### src/rtl/gb_host_pkg.sv
// Shared types and constants for the GB host stream engine.
package gb_host_pkg;

  typedef enum logic [1:0] {IDLE, TRANS, DONE} state_e;

  localparam logic DIR_RD = 1'b1;
  localparam logic DIR_WR = 1'b0;

  localparam int GB_CMD_W = 3;
  typedef logic [GB_CMD_W-1:0] cmd_t;

  // Fibonacci taps 16,14,13,11 as a mask over lfsr[15:0]
  localparam logic [15:0] LFSR_TAPS = 16'hB400;

endpackage

### src/rtl/gb_host_prefetch_fifo.sv
// Two-entry FIFO holding SRAM read data ahead of the host->chip beat handshake.
module gb_host_prefetch_fifo #(
  parameter int DATA_W = 128
) (
  input  logic              clk,
  input  logic              rst_n,
  input  logic              push_i,
  input  logic [DATA_W-1:0] data_i,
  input  logic              pop_i,
  output logic [DATA_W-1:0] data_o,
  output logic [1:0]        count_o
);

  logic [DATA_W-1:0] mem_q [2];
  logic              wr_ptr_q, rd_ptr_q;
  logic [1:0]        count_q, count_d;

  assign count_d = count_q + {1'b0, push_i} - {1'b0, pop_i};

  always_ff @(posedge clk or negedge rst_n) begin
    if (!rst_n) begin
      mem_q[0] <= '0;
      mem_q[1] <= '0;
      wr_ptr_q <= 1'b0;
      rd_ptr_q <= 1'b0;
      count_q  <= 2'd0;
    end else begin
      if (push_i) begin
        mem_q[wr_ptr_q] <= data_i;
        wr_ptr_q        <= !wr_ptr_q;
      end
      if (pop_i) rd_ptr_q <= !rd_ptr_q;
      count_q <= count_d;
    end
  end

  assign data_o  = mem_q[rd_ptr_q];
  assign count_o = count_q;

endmodule

### src/rtl/gb_host_stream_engine.sv
// Host-side GB engine: grants a command, then streams its table-defined beats
// between the chip port and a single-port SRAM using per-command wrapping pointers.
//   state | meaning
//   IDLE  | waiting for a command; ptr_clr honoured here
//   TRANS | moving beats (read: SRAM->rd_*, write: wr_*->SRAM)
//   DONE  | one-cycle completion pulse
module gb_host_stream_engine
  import gb_host_pkg::*;
#(
  parameter int          DATA_W    = 128,
  parameter int          CMD_W     = GB_CMD_W,
  parameter int          NUM_CMD   = 2**CMD_W,
  parameter int          ADDR_W    = 12,
  parameter int          LEN_W     = 10,
  parameter logic [15:0] LFSR_SEED = 16'hACE1
) (
  input  logic                      clk,
  input  logic                      rst_n,
  input  logic                      cfg_val_i,
  output logic                      cfg_rdy_o,
  input  logic [CMD_W:0]            cfg_info_i,
  output logic                      rd_val_o,
  input  logic                      rd_rdy_i,
  output logic [DATA_W-1:0]         rd_data_o,
  input  logic                      wr_val_i,
  output logic                      wr_rdy_o,
  input  logic [DATA_W-1:0]         wr_data_i,
  output logic                      mem_en_o,
  output logic                      mem_we_o,
  output logic [ADDR_W-1:0]         mem_addr_o,
  output logic [DATA_W-1:0]         mem_wdata_o,
  input  logic [DATA_W-1:0]         mem_rdata_i,
  input  logic [NUM_CMD*LEN_W-1:0]  tbl_len_i,
  input  logic [NUM_CMD*ADDR_W-1:0] tbl_base_i,
  input  logic [NUM_CMD*ADDR_W-1:0] tbl_size_i,
  input  logic [3:0]                thr_thresh_i,
  input  logic                      ptr_clr_i,
  output logic                      busy_o,
  output logic                      done_o,
  output logic [CMD_W-1:0]          cur_cmd_o
);

  state_e            state_q, state_d;
  logic [15:0]       lfsr_q;
  logic              stall;
  logic              cfg_rdy_q, cfg_rdy_d;
  logic [CMD_W-1:0]  cmd_q;
  logic              dir_q;
  logic [LEN_W-1:0]  len_q;
  logic [LEN_W:0]    beat_q, issued_q;
  logic              inflight_q, rd_hold_q, init_q;
  logic [ADDR_W-1:0] ptr_q [NUM_CMD];

  logic [LEN_W-1:0]  len_arr  [NUM_CMD];
  logic [ADDR_W-1:0] base_arr [NUM_CMD];
  logic [ADDR_W-1:0] size_arr [NUM_CMD];

  for (genvar k = 0; k < NUM_CMD; k++) begin : g_tbl
    assign len_arr[k]  = tbl_len_i[k*LEN_W +: LEN_W];
    assign base_arr[k] = tbl_base_i[k*ADDR_W +: ADDR_W];
    assign size_arr[k] = tbl_size_i[k*ADDR_W +: ADDR_W];
  end

  logic [ADDR_W-1:0] cur_ptr, cur_base, nxt_ptr;
  logic [ADDR_W:0]   ptr_inc, region_end;

  assign cur_ptr    = ptr_q[cmd_q];
  assign cur_base   = base_arr[cmd_q];
  assign ptr_inc    = {1'b0, cur_ptr} + (ADDR_W+1)'(1);
  assign region_end = {1'b0, cur_base} + {1'b0, size_arr[cmd_q]};
  assign nxt_ptr    = (ptr_inc == region_end) ? cur_base : ptr_inc[ADDR_W-1:0];

  logic [1:0]        fifo_cnt, occ;
  logic [DATA_W-1:0] fifo_data;
  logic              cfg_hs, rd_mode, wr_mode, rd_hs, wr_hs, issue, beat_hs, last_beat;

  assign stall   = lfsr_q[3:0] < thr_thresh_i;
  assign cfg_hs  = (state_q == IDLE) && cfg_rdy_q && cfg_val_i;
  assign rd_mode = (state_q == TRANS) && (dir_q == DIR_RD);
  assign wr_mode = (state_q == TRANS) && (dir_q == DIR_WR);

  // A presented beat is held through later stalls until the chip takes it
  assign rd_val_o  = rd_mode && (fifo_cnt != 2'd0) && (!stall || rd_hold_q);
  assign rd_data_o = rd_val_o ? fifo_data : '0;
  assign rd_hs     = rd_val_o && rd_rdy_i;
  assign wr_rdy_o  = wr_mode && !stall;
  assign wr_hs     = wr_rdy_o && wr_val_i;

  // Occupancy counts this cycle's pop so back-to-back beats need no bubble
  assign occ       = fifo_cnt - {1'b0, rd_hs} + {1'b0, inflight_q};
  assign issue     = rd_mode && (issued_q <= {1'b0, len_q}) && (occ < 2'd2);
  assign beat_hs   = rd_hs || wr_hs;
  assign last_beat = beat_hs && (beat_q == {1'b0, len_q});

  assign mem_en_o    = issue || wr_hs;
  assign mem_we_o    = wr_hs;
  assign mem_addr_o  = mem_en_o ? cur_ptr : '0;
  assign mem_wdata_o = wr_hs ? wr_data_i : '0;

  assign cfg_rdy_o = cfg_rdy_q;
  assign busy_o    = state_q != IDLE;
  assign done_o    = state_q == DONE;
  assign cur_cmd_o = cmd_q;

  gb_host_prefetch_fifo #(.DATA_W(DATA_W)) u_fifo (
    .clk     (clk),
    .rst_n   (rst_n),
    .push_i  (inflight_q),
    .data_i  (mem_rdata_i),
    .pop_i   (rd_hs),
    .data_o  (fifo_data),
    .count_o (fifo_cnt)
  );

  always_comb begin
    state_d   = state_q;
    cfg_rdy_d = 1'b0;
    unique case (state_q)
      IDLE: begin
        if (cfg_hs) state_d = TRANS;
        else        cfg_rdy_d = cfg_rdy_q || !stall;
      end
      TRANS:   if (last_beat) state_d = DONE;
      DONE:    state_d = IDLE;
      default: state_d = IDLE;
    endcase
  end

  always_ff @(posedge clk or negedge rst_n) begin
    if (!rst_n) begin
      state_q    <= IDLE;
      lfsr_q     <= LFSR_SEED;
      cfg_rdy_q  <= 1'b0;
      cmd_q      <= '0;
      dir_q      <= 1'b0;
      len_q      <= '0;
      beat_q     <= '0;
      issued_q   <= '0;
      inflight_q <= 1'b0;
      rd_hold_q  <= 1'b0;
      init_q     <= 1'b1;
    end else begin
      state_q    <= state_d;
      lfsr_q     <= {lfsr_q[14:0], ^(lfsr_q & LFSR_TAPS)};
      cfg_rdy_q  <= cfg_rdy_d;
      inflight_q <= issue;
      rd_hold_q  <= rd_val_o && !rd_rdy_i;
      init_q     <= 1'b0;
      if (cfg_hs) begin
        cmd_q    <= cfg_info_i[CMD_W:1];
        dir_q    <= cfg_info_i[0];
        len_q    <= len_arr[cfg_info_i[CMD_W:1]];
        beat_q   <= '0;
        issued_q <= '0;
      end else begin
        if (beat_hs) beat_q   <= beat_q + (LEN_W+1)'(1);
        if (issue)   issued_q <= issued_q + (LEN_W+1)'(1);
      end
    end
  end

  // Pointers reload from the table right after reset and on an IDLE clear
  always_ff @(posedge clk or negedge rst_n) begin
    if (!rst_n) begin
      for (int k = 0; k < NUM_CMD; k++) ptr_q[k] <= '0;
    end else begin
      for (int k = 0; k < NUM_CMD; k++) begin
        if (init_q || ((state_q == IDLE) && ptr_clr_i))
          ptr_q[k] <= base_arr[k];
        else if ((issue || wr_hs) && (cmd_q == CMD_W'(k)))
          ptr_q[k] <= nxt_ptr;
      end
    end
  end

endmodule

### config.mk
export PLATFORM = sky130hd
export DESIGN_NAME = gb_host_stream_engine
export DESIGN_NICKNAME = d
export VERILOG_FILES = /design/src/rtl/gb_host_pkg.sv /design/src/rtl/gb_host_prefetch_fifo.sv /design/src/rtl/gb_host_stream_engine.sv
export SDC_FILE = /design/constraint.sdc
export NUM_CORES = 1
export LEC_CHECK = 0
export ABC_AREA = 1
export CAP_MARGIN = 20
export CORE_AREA = 8 8 317 319
export CTS_CLUSTER_DIAMETER = 100
export DETAILED_ROUTE_END_ITERATION = 10
export DIE_AREA = 0 0 325 327
export GPL_TIMING_DRIVEN = 0
export SKIP_CTS_REPAIR_TIMING = 1
export SLEW_MARGIN = 30
export SYNTH_ARGS = -nofsm -noshare
export SYNTH_HDL_FRONTEND = slang
export SYNTH_SLANG_ARGS = --single-unit
export TNS_END_PERCENT = 20
### constraint.sdc
create_clock -name clk -period 6.16 [get_ports clk]
set_clock_uncertainty 0.05 [all_clocks]
set_input_delay 0.924 -clock clk [delete_from_list [all_inputs] [get_ports clk]]
set_output_delay 0.924 -clock clk [all_outputs]
set_load 0.01 [all_outputs]
==> results of run 1 <==
power breakdown:
part | internal (mW) | switching (mW)
Clock | 1.98 | 1.31
Sequential | 2.81 | 0.0516
Combinational | 0.557 | 0.753
Total | 5.35 | 2.12
layout by cell type (no fill, tap or decap), drive strengths merged, types with 2 or more instances in the layout:
cell type and count:
a211oi 14, a21boi 2, a21o 2, a21oi 156, a221oi 7, a22oi 38, a31oi 18, and3 2
buf 46, bufinv 5, clkbuf 253, clkdlybuf4s50 809, clkinv 5, clkinvlp 3, dfrtp 405, dfstp 9
diode 12, dlymetal6s2s 9, ha 30, inv 500, nand2 1182, nand3 259, nand4 19, nor2 258
nor3 14, nor3b 3, nor4 2, o211ai 11, o21ai 377, o21bai 4, o22ai 33, o31ai 3
or2 3, xnor2 9, xor2 18
area by class of cell:
class | instances | area (um2) | area share
clock buffer | 76 | 1560 | 0.0427
timing repair buffer | 826 | 8380 | 0.229
tap | 1276 | 1600 | 0.0437
multi-input combinational | 2472 | 11600 | 0.316
buffer | 215 | 905 | 0.0248
sequential | 414 | 10400 | 0.284
clock inverter | 18 | 280 | 0.00767
antenna | 12 | 30.0 | 0.000822
inverter | 495 | 1860 | 0.0510
state kept, by name, indices dropped and copies added, names as in the netlist:
| register | cells |
|---|---|
| len_q | 10 |
| u_fifo.count_o | 2 |
| u_fifo.wr_ptr_q | 1 |
| dir_q | 1 |
| lfsr_q | 16 |
| beat_q | 11 |
| state_q | 2 |
| inflight_q | 1 |
| cur_cmd_o | 3 |
| u_fifo.mem_q | 256 |
| issued_q | 11 |
| cfg_rdy_o | 1 |
| u_fifo.rd_ptr_q | 1 |
| init_q | 1 |
| ptr_q | 96 |
| rd_hold_q | 1 |
worst reg2reg max path: stages, from the launching register on:
cell,delay (ns)
dfrtp_1,0.39
buf_6,0.20
nand2_1,0.29
inv_2,0.19
clkbuf_1,0.67
a221oi_1,0.24
o21ai_0,0.70
ha_1,0.32
inv_1,0.07
fa_1,0.47
o21ai_0,0.41
nand4_1,0.14
nand2_1,0.12
xnor2_1,0.23
inv_1,0.08
nand2_1,0.07
nand2_1,0.07
nor2_1,0.11
nand2_1,0.09
nor2_4,0.13
nand3_1,0.08
nand2_1,0.46
nand3_1,0.16
nand2_1,0.10
logic make-up after synthesis:
group / Yosys count / synth area share
compound gates: 669 / 0.148
fa+ha+maj: 31 / 0.0161
simple gates: 1744 / 0.293
xor+xnor: 27 / 0.00991
buf+inv: 711 / 0.112
other cells: 1 / 0.000152
flops: 414 / 0.421
path summary, 6_finish.rpt:
path | slack [ns] | cells past startpoint | to
worst max-delay path | -0.04 | 12 | mem_wdata_o[94]
worst max register to register | 0.25 | 23 | ptr_q[48]
worst min-delay path | 0.20 | 1 | ptr_q[87]
max in group asynchronous | 4.26 | 4 | u_fifo.mem_q[147]
worst min register to register | 0.30 | 0 | lfsr_q[9]
min in group clk | 0.30 | 0 | lfsr_q[9]
layer usage:
metal  part of all wire  vias up  GRT usage
li1                   -    13100          -
met1               0.40    13600      0.364
met2               0.47     1476      0.487
met3              0.087      297     0.0731
met4              0.045        6      0.100
met5            0.00026        -          0
metrics by stage:
stage	setup TNS, ns	total power, mW
after CTS	-37.22	7.49
after global placement	-6479.28	4.19
after global routing	-0.115	7.72
after floorplan	0	3.44
after detailed placement	-82.10	4.19
final	-0.0433	7.46
==> impl_metrics.json, run 1 <==
{
  "status": "complete, but fails checks",
  "violations": "negative setup slack",
  "yosys_warnings": 0,
  "synth_top_cell_area_share": 0.412,
  "slew_headroom": 0.355,
  "fin_crit_ns": 6.20,
  "overflow": 0,
  "gp_congestion": 1.04,
  "syn_nets": 4170,
  "via_count": 28500,
  "grt_pass1_wl_um": 223000,
  "fillers": 10200,
  "synth-edff-count": 0,
  "fp-row-count": 114,
  "leakage_nw": 18.4,
  "path_max_fanout": 10,
  "synth-seq-cells": 414,
  "portBuffers": 819,
  "synth_async_sr_flop_share": 1.00,
  "rsz0062_at_grt": "true",
  "clock-sinks": 414,
  "wl_per_cell_um": 28.0,
  "period_share": 1.01,
  "die_y_um": 327,
  "yosysMostFrequentCell": "nand2_1",
  "fmax_mhz": 161,
  "crit_buf_inv": 6,
  "crit-reg2reg-launch": "cur_cmd_o[0]",
  "numCtsBuffers": 51,
  "die_w_um": 325,
  "worst_slew_pin_slew_ns": 0.967,
  "synth_seq_area_share": 0.421,
  "drtIter0Drc": 3222,
  "dp_slack_ns": -1.29,
  "htreeDepth": 2,
  "hold_class": "in -> async",
  "synthTopCellsByCount": "nand2_1 (1,153), inv_1 (487), dfrtp_1 (405), o21ai_0 (374), nor2_1 (247)",
  "layout-area-overhead-vs-synth_pct": 48.4,
  "crit_path_max_incr_delay_ns": 0.80,
  "finalSetupViolCount": 1,
  "dp_hpwl_um": 135000,
  "clk_pin_slew_ns": 0.05,
  "worst_slack_ns": -0.0433,
  "synthFlopType": "dfrtp_1",
  "fin_util": 0.382,
  "core_region_area_um2": 95700,
  "die-area_um2": 106000,
  "postSynthAreaPerCell_um2": 6.85,
  "grt_pass1_vias": 27500,
  "cap_viol_max_count": 0,
  "dp.cells": 5697,
  "drt-total-wl_um": 162000,
  "placed_cell_area_um2": 34600,
  "cp_slowest_cell": "nor2_1",
  "initial_core_util": 0.257,
  "boundaryPins": 820,
  "fin_nets": 5048,
  "ant_nets": 0,
  "final_max_slew_viol_count": 0,
  "viasPerCell": 4.92,
  "path_cells": "dlymetal6s2s_1 -> inv_1 -> ha_1 -> inv_1 -> o211ai_1 -> nand2_1 -> nor2_1 -> nand2_1 -> clkbuf_1 -> clkbuf_1 -> nor2_1 -> clkdlybuf4s50_1",
  "grt_antenna_before_repair": 45,
  "worst_setup_path_end_kind": "primary output",
  "post-synth-top-area-cell": "dfrtp_1",
  "critPathTopFamily": "buffers and inverters",
  "ctsRootBufferMaster": "clkbuf_16",
  "synthTopCellsByArea": "dfrtp_1 (41%), nand2_1 (18%), o21ai_0 (7.6%), inv_1 (7.4%), nand3_1 (5.0%)",
  "grt_usage": 0.291,
  "first_pass_iters": 6,
  "cts_tree": "built",
  "crit_path_start_kind": "input port",
  "grt_max_degree": 79,
  "vdd_drop_max_mv": 0.186,
  "timing.hold.ws_ns": 0.195,
  "p_per_area_nw_per_um2": 204,
  "clk_path_buf_depth": 3,
  "netlist_instances": 3597,
  "startpoint": "thr_thresh_i[3]",
  "crit_required_ns": 5.19,
  "path_class": "in -> out",
  "design_area_um2": 36500,
  "layoutNonFillerInstCount": 5804,
  "ys_types": 50,
  "clock_latency_ns": 0.61,
  "cp_data_arrival_time_ns": 5.23,
  "remaining_drc_errors": 0,
  "timing.final.hold_violations": 0,
  "layout-drive-gt1-share": 0.0465,
  "syn-cell-area_um2": 24600
}
(Power assumes the default switching activity.)
==> inputs of run 2 (changes only) <==
--- a/config.mk
+++ b/config.mk
@@ -6,8 +6,10 @@
 export NUM_CORES = 1
 export LEC_CHECK = 0
 export ABC_AREA = 1
+export ABC_CLOCK_PERIOD_IN_PS = 6160
 export CAP_MARGIN = 20
 export CORE_AREA = 8 8 317 319
+export CTS_BUF_LIST = sky130_fd_sc_hd__clkbuf_16
 export CTS_CLUSTER_DIAMETER = 100
 export DETAILED_ROUTE_END_ITERATION = 10
 export DIE_AREA = 0 0 325 327
==> impl_metrics.json, run 2 (synthesis gave the netlist of run 1 again) <==
{
  "status": "complete, but fails checks",
  "violations": "negative setup slack",
  "vdd_drop_max_mv": 0.187,
  "die_y_um": 327,
  "crit_buf_inv": 6,
  "path_class": "in -> out",
  "top_register": "u_fifo.mem_q",
  "drtIter0Drc": 3179,
  "layout-drive-gt1-share": 0.0427,
  "slew_headroom": 0.315,
  "dp_hpwl_um": 135000,
  "cap_viol_max_count": 0,
  "layout-area-overhead-vs-synth_pct": 47.7,
  "fin_nets": 5048,
  "worst_setup_path_end_kind": "primary output",
  "clk_pin_slew_ns": 0.05,
  "hold_class": "in -> async",
  "die_w_um": 325,
  "largest_register_ffs": 256,
  "critPathTopFamily": "buffers and inverters",
  "final_max_slew_viol_count": 0,
  "timing.final.hold_violations": 0,
  "htreeDepth": 2,
  "grt_max_degree": 79,
  "boundaryPins": 820,
  "gp_congestion": 1.04,
  "finalSetupViolCount": 1,
  "grt_usage": 0.291,
  "fin_crit_ns": 6.17,
  "cp_slowest_cell": "nor2_1",
  "ant_nets": 0,
  "clk_path_buf_depth": 3,
  "reg.largest.list": "u_fifo.mem_q: 256 flops, ptr_q: 96 flops, lfsr_q: 16 flops",
  "worst_slew_pin_slew_ns": 1.03,
  "initial_core_util": 0.257,
  "cp_data_arrival_time_ns": 5.19,
  "grt_pass1_wl_um": 223000,
  "layoutNonFillerInstCount": 5800,
  "via_count": 28500,
  "dp.cells": 5697,
  "first_pass_iters": 7,
  "final_cell_mix": "nand2_1 (1,149), clkdlybuf4s50_1 (809), inv_1 (494), dfrtp_1 (405), o21ai_0 (372)",
  "rsz0062_at_grt": "true",
  "fillers": 10200,
  "path_max_fanout": 10,
  "path_cells": "dlymetal6s2s_1 -> inv_1 -> ha_1 -> inv_1 -> o211ai_1 -> nand2_1 -> nor2_1 -> nand2_1 -> clkbuf_1 -> clkbuf_1 -> nor2_1 -> clkdlybuf4s50_1",
  "ctsRootBufferMaster": "clkbuf_16",
  "fp-row-count": 114,
  "period_share": 1.00,
  "crit_path_start_kind": "input port",
  "grt_antenna_before_repair": 45,
  "crit_path_max_incr_delay_ns": 0.78,
  "drt-total-wl_um": 162000,
  "p_per_area_nw_per_um2": 199,
  "clock_latency_ns": 0.61,
  "timing.hold.ws_ns": 0.196,
  "fmax_mhz": 162,
  "portBuffers": 819,
  "overflow": 0,
  "wl_per_cell_um": 28.0,
  "remaining_drc_errors": 0,
  "cts_tree": "built",
  "worst_slack_ns": -0.00742,
  "viasPerCell": 4.92,
  "crit_required_ns": 5.19,
  "leakage_nw": 18.4,
  "die-area_um2": 106000,
  "clock-sinks": 414,
  "final_common_cell": "nand2_1",
  "grt_pass1_vias": 27500,
  "core_region_area_um2": 95700,
  "numCtsBuffers": 51
}
run 2: changes by cell type in the layout (fill, tap and decap cells not counted):
| cell | change |
|---|---|
| diode_2 | -4 |
| clkbuf_1 | -7 |
| inv_1 | +7 |
| clkinv_1 | +17 |
| clkbuf_8 | -17 |
run 2: worst reg2reg max path, delay by kind of cell (launching register included):
family                   cells  cell delay (ns)
AO/OA/AOI/OAI                3             1.35
XOR/XNOR                     1             0.23
adder cells (fa/ha/maj)      2             0.79
buffers and inverters        5             1.20
flip-flops                   1             0.39
AND/OR/NAND/NOR             12             1.82
run 2: worst paths after layout:
kind                            startpoint                end  slack (ns)  depth (start not counted)
min in group clk                 lfsr_q[4]          lfsr_q[5]        0.30                          0
min reg2reg                      lfsr_q[4]          lfsr_q[5]        0.30                          0
max in group asynchronous            rst_n  u_fifo.mem_q[151]        4.25                          4
max                        thr_thresh_i[3]    mem_wdata_o[94]      -0.007                         12
max reg2reg                   cur_cmd_o[0]          ptr_q[48]        0.24                         23
min                                  rst_n          ptr_q[87]        0.20                          1
run 2: cell type report:
cell class                 instances  area (um2)  share of cell area
inverter                         495        1860              0.0512
clock inverter                    42         370              0.0102
clock buffer                      52        1300              0.0358
buffer                           215         905              0.0249
timing repair buffer             826        8380               0.230
antenna                            8        20.0            0.000550
tap                             1276        1600              0.0439
multi-input combinational       2472       11600               0.318
sequential                       414       10400               0.285
run 2: per-stage QoR:
stage	utilization	setup slack (ns)	area [um2]	setup TNS, ns	power, mW
detailed placement	0.361	-1.29	34600	-82.10	4.19
CTS	0.379	-1.31	36200	-37.24	7.25
global route	0.380	-0.0360	36400	-0.0700	7.49
floorplan	-	1.42	24600	0	3.44
global placement	0.360	-15.67	34400	-6479.28	4.19
finish	0.380	-0.00742	36400	-0.00742	7.23
run 2: where the power goes:
part           internal [mW]  switching [mW]  total, mW
combinational          0.557           0.752       1.31
sequential              2.81          0.0518       2.86
clock                   1.75            1.31       3.06
run 2: per-layer routing:
metal / global-route usage / up-vias / part of all wire
met5: 0 / - / 0.00044
met4: 0.0966 / 10 / 0.042
met3: 0.0668 / 295 / 0.081
met2: 0.489 / 1456 / 0.47
met1: 0.368 / 13600 / 0.40
li1: - / 13100 / -
